--- src/rtl/pipe_pkg.sv ---
// Shared defaults for the arithmetic pipeline result sink.
// Count width helper sizes a counter that must reach DEPTH itself.
package pipe_pkg;

    localparam int N_DEF     = 10;
    localparam int LAT_DEF   = 3;
    localparam int DEPTH_DEF = 4;

    function automatic int cnt_w(input int depth);
        return $clog2(depth + 1);
    endfunction

endpackage

--- src/rtl/pipe_result_sink_if.sv ---
// Issue handshake, pipeline result and drain handshake of the sink.
// The slave side is the sink; the master side is source plus consumer.
interface pipe_result_sink_if #(
    parameter int N     = pipe_pkg::N_DEF,
    parameter int DEPTH = pipe_pkg::DEPTH_DEF
);
    localparam int CW = pipe_pkg::cnt_w(DEPTH);

    logic          issue_valid;
    logic          issue_ready;
    logic [N-1:0]  f_in;
    logic          out_valid;
    logic          out_ready;
    logic [N-1:0]  out_data;
    logic [CW-1:0] count;
    logic          drop_err;

    modport master (
        output issue_valid, f_in, out_ready,
        input  issue_ready, out_valid, out_data,
        input  count, drop_err
    );

    modport slave (
        input  issue_valid, f_in, out_ready,
        output issue_ready, out_valid, out_data,
        output count, drop_err
    );
endinterface

--- src/rtl/pipe_result_sink_sync_fifo.sv ---
// Small synchronous FIFO with naturally wrapping pointers.
// Callers never push when full nor pop when empty.
module sync_fifo
    import pipe_pkg::*;
#(
    parameter int N     = N_DEF,
    parameter int DEPTH = DEPTH_DEF,
    localparam int AW   = $clog2(DEPTH),
    localparam int CW   = cnt_w(DEPTH)
) (
    input  logic          clk,
    input  logic          rst,
    input  logic          i_push,
    input  logic          i_pop,
    input  logic [N-1:0]  i_din,
    output logic [N-1:0]  o_dout,
    output logic [CW-1:0] o_count
);
    localparam logic [AW-1:0] P_ONE = AW'(1);
    localparam logic [CW-1:0] C_ONE = CW'(1);

    logic [N-1:0]  r_mem [DEPTH];
    logic [AW-1:0] r_wr_ptr;
    logic [AW-1:0] r_rd_ptr;
    logic [CW-1:0] r_count;

    always_ff @(posedge clk or posedge rst) begin
        if (rst) begin
            r_wr_ptr <= '0;
            r_rd_ptr <= '0;
            r_count  <= '0;
        end else begin
            if (i_push)
                r_wr_ptr <= r_wr_ptr + P_ONE;
            if (i_pop)
                r_rd_ptr <= r_rd_ptr + P_ONE;
            if (i_push && !i_pop)
                r_count <= r_count + C_ONE;
            else if (i_pop && !i_push)
                r_count <= r_count - C_ONE;
        end
    end

    // Storage carries no reset; validity comes from the count.
    always_ff @(posedge clk) begin
        if (i_push)
            r_mem[r_wr_ptr] <= i_din;
    end

    assign o_dout  = r_mem[r_rd_ptr];
    assign o_count = r_count;

endmodule

--- src/rtl/pipe_result_sink.sv ---
// Tracks issues through a LAT-deep valid line and queues aligned results.
// Credits bound in-flight plus stored results by the FIFO depth.
module pipe_result_sink
    import pipe_pkg::*;
#(
    parameter int N     = N_DEF,
    parameter int LAT   = LAT_DEF,
    parameter int DEPTH = DEPTH_DEF,
    localparam int CW   = cnt_w(DEPTH)
) (
    input logic clk,
    input logic rst,
    pipe_result_sink_if.slave bus
);
    localparam logic [CW-1:0] C_ONE = CW'(1);
    localparam logic [CW-1:0] C_MAX = CW'(DEPTH);

    logic [LAT-1:0] r_vld_sr;
    logic [CW-1:0]  r_credits;
    logic           r_drop_err;

    logic           w_accept;
    logic           w_pop;
    logic           w_push;
    logic           w_ready;
    logic           w_out_valid;
    logic [CW-1:0]  w_count;
    logic [N-1:0]   w_dout;

    assign w_ready     = (r_credits != '0);
    assign w_accept    = bus.issue_valid & w_ready;
    assign w_out_valid = (w_count != '0);
    assign w_pop       = w_out_valid & bus.out_ready;
    assign w_push      = r_vld_sr[LAT-1];

    always_ff @(posedge clk or posedge rst) begin
        if (rst) begin
            r_vld_sr <= '0;
        end else begin
            r_vld_sr[0] <= w_accept;
            for (int k = 1; k < LAT; k++)
                r_vld_sr[k] <= r_vld_sr[k-1];
        end
    end

    always_ff @(posedge clk or posedge rst) begin
        if (rst) begin
            r_credits  <= C_MAX;
            r_drop_err <= 1'b0;
        end else begin
            if (w_accept && !w_pop)
                r_credits <= r_credits - C_ONE;
            else if (w_pop && !w_accept)
                r_credits <= r_credits + C_ONE;
            if (bus.issue_valid && !w_ready)
                r_drop_err <= 1'b1;
        end
    end

    sync_fifo #(
        .N     (N),
        .DEPTH (DEPTH)
    ) u_fifo (
        .clk     (clk),
        .rst     (rst),
        .i_push  (w_push),
        .i_pop   (w_pop),
        .i_din   (bus.f_in),
        .o_dout  (w_dout),
        .o_count (w_count)
    );

    assign bus.issue_ready = w_ready;
    assign bus.out_valid   = w_out_valid;
    assign bus.out_data    = w_dout;
    assign bus.count       = w_count;
    assign bus.drop_err    = r_drop_err;

    // Credits should make this unreachable.
    a_no_overflow : assert property (
        @(posedge clk) disable iff (rst)
        !(w_push && (w_count == C_MAX))
    );

endmodule
--- src/flat_wrapper.sv ---
// flat-port wrapper written by rule: the top's interface ports become plain ports
module pipe_result_sink_flat import pipe_pkg::*;
#(
    parameter int N     = N_DEF,
    parameter int LAT   = LAT_DEF,
    parameter int DEPTH = DEPTH_DEF,
    localparam int CW   = cnt_w(DEPTH)
)
  (clk, rst, bus_issue_valid, bus_f_in, bus_out_ready, bus_issue_ready, bus_out_valid, bus_out_data, bus_count, bus_drop_err);
  pipe_result_sink_if #(.N(N), .DEPTH(DEPTH)) bus_i ();
  input logic clk;
  input logic rst;
  input wire logic [$bits(bus_i.issue_valid)-1:0] bus_issue_valid;
  input wire logic [$bits(bus_i.f_in)-1:0] bus_f_in;
  input wire logic [$bits(bus_i.out_ready)-1:0] bus_out_ready;
  output wire logic [$bits(bus_i.issue_ready)-1:0] bus_issue_ready;
  output wire logic [$bits(bus_i.out_valid)-1:0] bus_out_valid;
  output wire logic [$bits(bus_i.out_data)-1:0] bus_out_data;
  output wire logic [$bits(bus_i.count)-1:0] bus_count;
  output wire logic [$bits(bus_i.drop_err)-1:0] bus_drop_err;
  assign bus_i.issue_valid = bus_issue_valid;
  assign bus_i.f_in = bus_f_in;
  assign bus_i.out_ready = bus_out_ready;
  assign bus_issue_ready = bus_i.issue_ready;
  assign bus_out_valid = bus_i.out_valid;
  assign bus_out_data = bus_i.out_data;
  assign bus_count = bus_i.count;
  assign bus_drop_err = bus_i.drop_err;
  pipe_result_sink #(.N(N), .LAT(LAT), .DEPTH(DEPTH)) u_core (.clk(clk), .rst(rst), .bus(bus_i));
endmodule
--- config.mk ---
export PLATFORM = sky130hd
export DESIGN_NAME = pipe_result_sink_flat
export DESIGN_NICKNAME = d
export VERILOG_FILES = /design/src/rtl/pipe_pkg.sv /design/src/rtl/pipe_result_sink_if.sv /design/src/rtl/pipe_result_sink_sync_fifo.sv /design/src/rtl/pipe_result_sink.sv /design/src/flat_wrapper.sv
export SDC_FILE = /design/constraint.sdc
export NUM_CORES = 1
export LEC_CHECK = 0
export ABC_AREA = 0
export CORE_ASPECT_RATIO = 1.25
export CORE_MARGIN = 3
export CORE_UTILIZATION = 45
export CTS_BUF_LIST = sky130_fd_sc_hd__clkbuf_8
export DETAILED_ROUTE_END_ITERATION = 16
export DONT_BUFFER_PORTS = 1
export MAX_ROUTING_LAYER = met4
export SYNTH_ARGS = -nofsm -noshare
export SYNTH_HDL_FRONTEND = slang
export SYNTH_SLANG_ARGS = --single-unit
--- constraint.sdc ---
create_clock -name clk -period 2.6 [get_ports clk]
set_input_delay 0.26 -clock clk [delete_from_list [all_inputs] [get_ports clk]]
set_output_delay 0.26 -clock clk [all_outputs]
set_load 0.01 [all_outputs]
# Word-level counts from Yosys, hierarchy flattened
# Memory sizes are Yosys's and may differ from the RTL's.
# Index checks and enable logic that the tools add are counted.
[totals] register_bits=14 mem_bits_rw=40 mem_count=1
[op_classes] n_addsub=6 n_mux=6 bitwise_logic=2 n_reduce_logical=13
[memory_table] name="u_core.u_fifo.r_mem" words=4 word_bits=10 rd=1 rd_clocked_by_memory_dff=0 write_ports=1 line_no="pipe_result_sink_sync_fifo.sv:22" rtl="logic [N-1:0] r_mem [DEPTH];"
[op_table] cell="2-to-1 mux 3 bit" n=4
[op_table] cell="adder 3 x 1 -> 3 bit, second input constant" n=2
[op_table] cell="nonzero test 3 bit" n=2
[op_table] cell="subtractor 3 x 1 -> 3 bit, second input constant" n=2
[op_table] cell="logical AND 1 bit" n=5
[op_table] cell="adder 2 x 1 -> 2 bit, second input constant" n=2
[op_table] cell="zero test 1 bit" n=4
[op_table] cell="nonzero test 2 bit" n=2
[op_table] cell="bitwise AND 1 bit" n=2
[op_table] cell="2-to-1 mux 1 bit" n=2

# Logic depth before layout (Yosys ltp)
[logic_depth] depth_word=6 depth_mapped=8

# Modules after synthesis
# A second synthesis with hierarchy kept.
[hier_totals] hier_cells=110 area_unflattened_um2=2140.8
[by_module_without_submodules] mod="sync_fifo" n_inst=1 cells_each=85 area_each_um2=1831.8 seq_area_each_um2=1376.3
[by_module_without_submodules] mod="pipe_result_sink" n_inst=1 cells_each=25 area_each_um2=309.0 seq_area_each_um2=176.4

# Least setup slack after synthesis
# OpenSTA, ideal clock, no wires.
[synth_path] kind="reg2reg" startpoint="register u_core.u_fifo.r_count[0] (netlist: u_core.u_fifo.o_count[0])" endpoint="register u_core.r_credits[2]" setup_time_ns=0.075 t_arrival_ns=1.968 path_slack_ns=0.558 path_stages_with_launch=9 n_path_buf=0 cell_sequence="dfrtp_1 > or3_4 > nand2_1 > ha_1 > inv_1 > fa_1 > xor2_1 > nor2_1 > xor2_1"
[synth_between] elab_chain_cells=5
[synth_lines] item="from (decl)" line_no="pipe_result_sink_sync_fifo.sv:25" rtl="logic [CW-1:0] r_count;"
[synth_lines] item="from (signal assigned)" line_no="pipe_result_sink_sync_fifo.sv:38" rtl="r_count <= r_count + C_ONE;"
[synth_lines] item="from (signal assigned)" line_no="pipe_result_sink_sync_fifo.sv:40" rtl="r_count <= r_count - C_ONE;"
[synth_lines] item="nonzero test 3 bit (*)" line_no="pipe_result_sink.sv:32" rtl="assign w_out_valid = (w_count != '0);"
[synth_lines] item="net bus_out_valid" line_no="flat_wrapper.sv:17" rtl="output wire logic [$bits(bus_i.out_valid)-1:0] bus_out_valid;"
[synth_lines] item="bitwise AND 1 bit (*)" line_no="pipe_result_sink.sv:33" rtl="assign w_pop = w_out_valid & bus.out_ready;"
[synth_lines] item="zero test 1 bit" line_no="pipe_result_sink.sv:51" rtl="if (w_accept && !w_pop)"
[synth_lines] item="logical AND 1 bit" line_no="pipe_result_sink.sv:51"
[synth_lines] item="2-to-1 mux 3 bit or nonzero test 2 bit (tied branches)"
[synth_lines] item="to (signal assigned)" line_no="pipe_result_sink.sv:52" rtl="r_credits <= r_credits - C_ONE;"
[synth_lines] item="to (signal assigned)" line_no="pipe_result_sink.sv:54" rtl="r_credits <= r_credits + C_ONE;"
[synth_lines] item="to (decl)" line_no="pipe_result_sink.sv:19" rtl="logic [CW-1:0] r_credits;"
# The timed path passes the listed nets; every way through them passes the cells marked *.
# A chain may end at the register's enable or synchronous reset.

# Worst setup path after layout
[layout_path] startpoint="register u_core.u_fifo.r_count[1] (netlist: u_core.u_fifo.o_count[1])" endpoint="register u_core.u_fifo.r_count[2] (netlist: u_core.u_fifo.o_count[2])"
[layout_between] elab_chain_cells=5
[layout_lines] item="nonzero test 3 bit (*)" line_no="pipe_result_sink.sv:32"
[layout_lines] item="net bus_out_valid" line_no="flat_wrapper.sv:17"
[layout_lines] item="bitwise AND 1 bit (*)" line_no="pipe_result_sink.sv:33"
[layout_lines] item="zero test 1 bit" line_no="pipe_result_sink_sync_fifo.sv:37" rtl="if (i_push && !i_pop)"
[layout_lines] item="logical AND 1 bit" line_no="pipe_result_sink_sync_fifo.sv:37"
[layout_lines] item="2-to-1 mux 3 bit or nonzero test 2 bit (tied branches)"
# The timed path passes the listed nets; every way through them passes the cells marked *. The select of a mux whose other input is x is not followed.

==> impl_summary.txt <==
----------------------------------------------------
[Outcome]
  Outcome ... finished, final reports clean

[Logic synthesis]
  Simple-gate share of the synthesized area ... 0.0323
  Cell type contributing the most total cell area after synthesis ... edfxtp_1
  Mux share of post-synthesis cell area ... 0.119
  Net count after synthesis ... 129
  Ranking of synthesized cells by area ... edfxtp_1 (56%), dfrtp_1 (15%), mux4_2 (8.5%)
  Largest family of logic cells by synthesized area ... multiplexers
  Number of warnings printed during yosys synthesis ... 0
  Synthesized area divided by synthesized cell count ... 19.9 um^2
  Gate count after technology mapping ... 107
  Sequential fraction of the synthesis area ... 0.730
  Synth Area in Adders ... 0.0541
  Compound-Gate Fraction of Synth Area ... 0.00588
  Cell variety after synth ... 22
  Cell area after synthesis ... 0.00213 mm^2
  Post-synthesis register bit count ... 54
  Fraction of synthesized cell area taken by the top area cell type ... 0.564
  Area share of xor/xnor cells in the synthesized design ... 0.0370

[Clock network]
  Num CTS Buffers ... 5
  CTS tree ... built
  TritonCTS sink count ... 54
  H-tree depth ... 2
  Clk pin slew, worst setup/hold paths ... 0.09 ns
  Root buffer cell ... clkbuf_8
  Maximum clock path buffer count ... 2
  Resized cells post-CTS ... 0
  Skew-Pair Late Insertion Delay ... 0.29 ns

[Worst setup path]
  Cell-by-cell listing of the critical path ... or3_4, nand2_1, ha_1, inv_1, fa_1, xor2_1, nor2_1, xor2_1
  Worst EP required ... 2.82 ns
  Largest fanout of any net on the critical path ... 4
  R2R setup slack ... 0.41 ns
  Most repeated library cell on the critical path ... xor2_1
  Register-to-Register Path Depth ... 8
  Startpoint types ... flip-flop
  Worst stage delay on the critical path ... 0.46 ns
  Family with the most delay on the worst path ... simple AND/OR/NAND/NOR gates
  Type of destination of the critical path ... flip-flop
  Startpoint of the lowest-slack register-to-register path ... u_core.u_fifo.o_count[1]
  Number of buffer and inverter stages on the critical path ... 1
  Kind of critical path ... reg -> reg
  Worst Path Arrival ... 2.41 ns
  Reg2reg end ... u_core.u_fifo.o_count[2]
  Worst path slowest cell ... dfrtp_1

[Pwr]
  Sequential power share ... 0.518
  Overall Power ... 2.58 mW
  Power Internal ... 1.80 mW
  Static Leakage ... 0.836 nW
  Sw frac ... 0.302
  Clock power share ... 0.205
  P per Cell Area ... 1120 mW/mm^2
  Switching pwr ... 0.780 mW
  Worst voltage drop across the vdd grid ... 0.579 mV
  Combinational power share ... 0.278

[STA]
  Total count of max-transition violations in the final report ... 0
  Unrepaired setup endpoints after global routing ... no
  Setup violations, final ... 0
  Final-layout setup total negative slack ... 0 ns
  Clock period minus final worst setup slack ... 2.19 ns
  Worst max-slew margin expressed relative to the limit ... 0.632
  Maximum operating frequency ... 457 MHz
  Share of the clock period used by the worst path after layout ... 0.841
  Measured slew at the worst slew-check pin ... 0.553 ns
  Worst Skew ... 0.00460 ns
  Final number of hold-violating endpoints ... 0

[Detailed routing]
  Via density ... 5.23
  Via count ... 904
  Number of routed nets with antenna violations ... 0
  Length of the first detailed-routing pass in iterations ... 4
  Post-DR wirelength/cell ... 17.1 um
  Post-route DRC ... 0
  Total wire length after detailed routing ... 2960 um
  Initial drt markers ... 52

[Finish]
  Antenna cells ... 0
  Count of filler cells inserted in the layout ... 369
  Area delta synth->final ... 8.64%
  Proportion of layout cells with a drive suffix above 1 ... 0.165
  Number of non-filler instances in the completed layout ... 173
  Number of nets in the final layout ... 136

[Floorplanning]
  IO Count ... 30
  Number of cell rows ... 27
  Die area ... 0.00560 mm^2
  Height of the die ... 82.9 um
  Initial core utilization ... 0.474
  Chip width ... 67.5 um
  Placeable Area ... 0.00449 mm^2

[Placement]
  Post-DP HPWL ... 2060 um
  Port buffer count ... 0
  Placed Cells ... 164
  Global placer's final weighted congestion ... 0.655

[GRT]
  Vias in the first global route ... 950
  Global routing usage summed across all routing layers ... 0.123
  Wire length of the first global-routing pass ... 4800 um
  Pin count of the biggest net entering global routing ... 17
  Total grt overflow ... 0
  Number of antenna violations at the first check in global routing ... 0

[Worst hold path]
  Min-Delay Startpoint ... bus_f_in[1]
  Hold Path Sink ... u_core.u_fifo.r_mem[1][1]
  Hold-critical path depth ... 0
  Worst min path class ... in -> reg

[Flow run]
  Max-cap violations ... 0

----------------------------------------------------
-- worst reg2reg max path: cells and delay by family, from the launching register on --
kind / cells / cell delay (ns)
simple gates: 3 / 0.71
fa+ha+maj: 2 / 0.58
flops: 1 / 0.46
xor+xnor: 2 / 0.30
buf+inv: 1 / 0.06
-- final cells by class --
| class | instances | area, um^2 | share of cell area |
|---|---|---|---|
| tap | 58 | 72.6 | 0.0314 |
| clock inverter | 3 | 41.3 | 0.0179 |
| timing repair buffer | 2 | 17.5 | 0.00758 |
| inverter | 8 | 30.0 | 0.0130 |
| clock buffer | 5 | 68.8 | 0.0298 |
| multi-input combinational | 43 | 529 | 0.229 |
| sequential | 54 | 1550 | 0.672 |
-- cells in the final DEF, fill, tap and decap left out, drive strengths merged, types with 2 or more instances in the layout --
cell type,count
or3,2
dfrtp,13
mux4,10
nand2,2
and2,5
nor2,2
fa,2
inv,9
clkbuf,5
ha,6
edfxtp,40
xnor2,4
xor2,5
-- synth_stat cells --
cell	count
mux4_2	8
and2_1	5
dfrtp_1	13
buf_6	1
nand3_1	1
inv_1	8
o21ai_0	1
xnor2_1	4
dfstp_2	1
xor2_1	5
mux2_2	1
or3_1	1
or3_4	1
ha_1	6
mux2i_1	1
edfxtp_1	40
fa_1	2
mux4_1	2
nor2_1	2
nand2_1	2
buf_2	1
o21bai_1	1
-- timing repair --
| item | in CTS | in global routing |
|---|---|---|
| endpoints found under the setup margin | 0 | 0 |
| buffers inserted | 0 | 0 |
| hold buffers | 1 | 0 |
| endpoints found under the hold margin | 13 | 0 |
-- layer usage --
layer,share of wire,GRT usage
met1,0.37,0.140
met2,0.54,0.193
met3,0.069,0.0460
met4,0.014,0.0498
met5,0,-
-- through the flow --
| stage | util | hold WS (ns) | setup slack [ns] | area [um^2] |
|---|---|---|---|---|
| floorplan | - | 0.149 | 0.558 | 2130 |
| global placement | 0.488 | 0.217 | 0.475 | 2190 |
| detailed placement | 0.488 | 0.218 | 0.377 | 2190 |
| CTS | 0.515 | 0.0428 | 0.377 | 2310 |
| global route | 0.515 | 0.0295 | 0.289 | 2310 |
| finish | 0.515 | 0.0549 | 0.412 | 2310 |
-- sequential cells by signal (all words and copies together), names as in the netlist --
register and count:
u_core.u_fifo.r_wr_ptr 2, u_core.bus.drop_err 1, u_core.r_vld_sr 3, u_core.u_fifo.o_count 3
u_core.u_fifo.r_mem 40, u_core.r_credits 3, u_core.u_fifo.r_rd_ptr 2
-- power by group through the flow --
stage | Clock, mW | Combinational, mW | Sequential (mW)
3_3_place_gp | 0 | 0.715 | 1.35
3_5_place_dp | 0 | 0.740 | 1.36
6_report | 0.529 | 0.717 | 1.34
2_1_floorplan | 0 | 0.644 | 1.29
5_1_grt | 0.576 | 0.797 | 1.37
4_1_cts | 0.541 | 0.743 | 1.34
-- how the worst max path moves through the flow --
stage	from	to	cells past startpoint
after floorplan	u_core.u_fifo.o_count[0]	u_core.r_credits[2]	8
after global placement	u_core.u_fifo.o_count[1]	u_core.u_fifo.o_count[2]	8
after detailed placement	u_core.u_fifo.o_count[1]	u_core.u_fifo.o_count[2]	8
after CTS	u_core.u_fifo.o_count[1]	u_core.u_fifo.o_count[2]	8
after global routing	u_core.u_fifo.o_count[1]	u_core.u_fifo.o_count[2]	8
final	u_core.u_fifo.o_count[1]	u_core.u_fifo.o_count[2]	8
-- logic make-up after synthesis --
| logic type | Yosys count |
|---|---|
| AO/OA/AOI/OAI | 2 |
| adder cells (fa/ha/maj) | 8 |
| flip-flops | 54 |
| AND/OR/NAND/NOR | 12 |
| buffers and inverters | 10 |
| multiplexers | 12 |
| XOR/XNOR | 9 |
No activity file was read; power rests on OpenSTA's default activity.
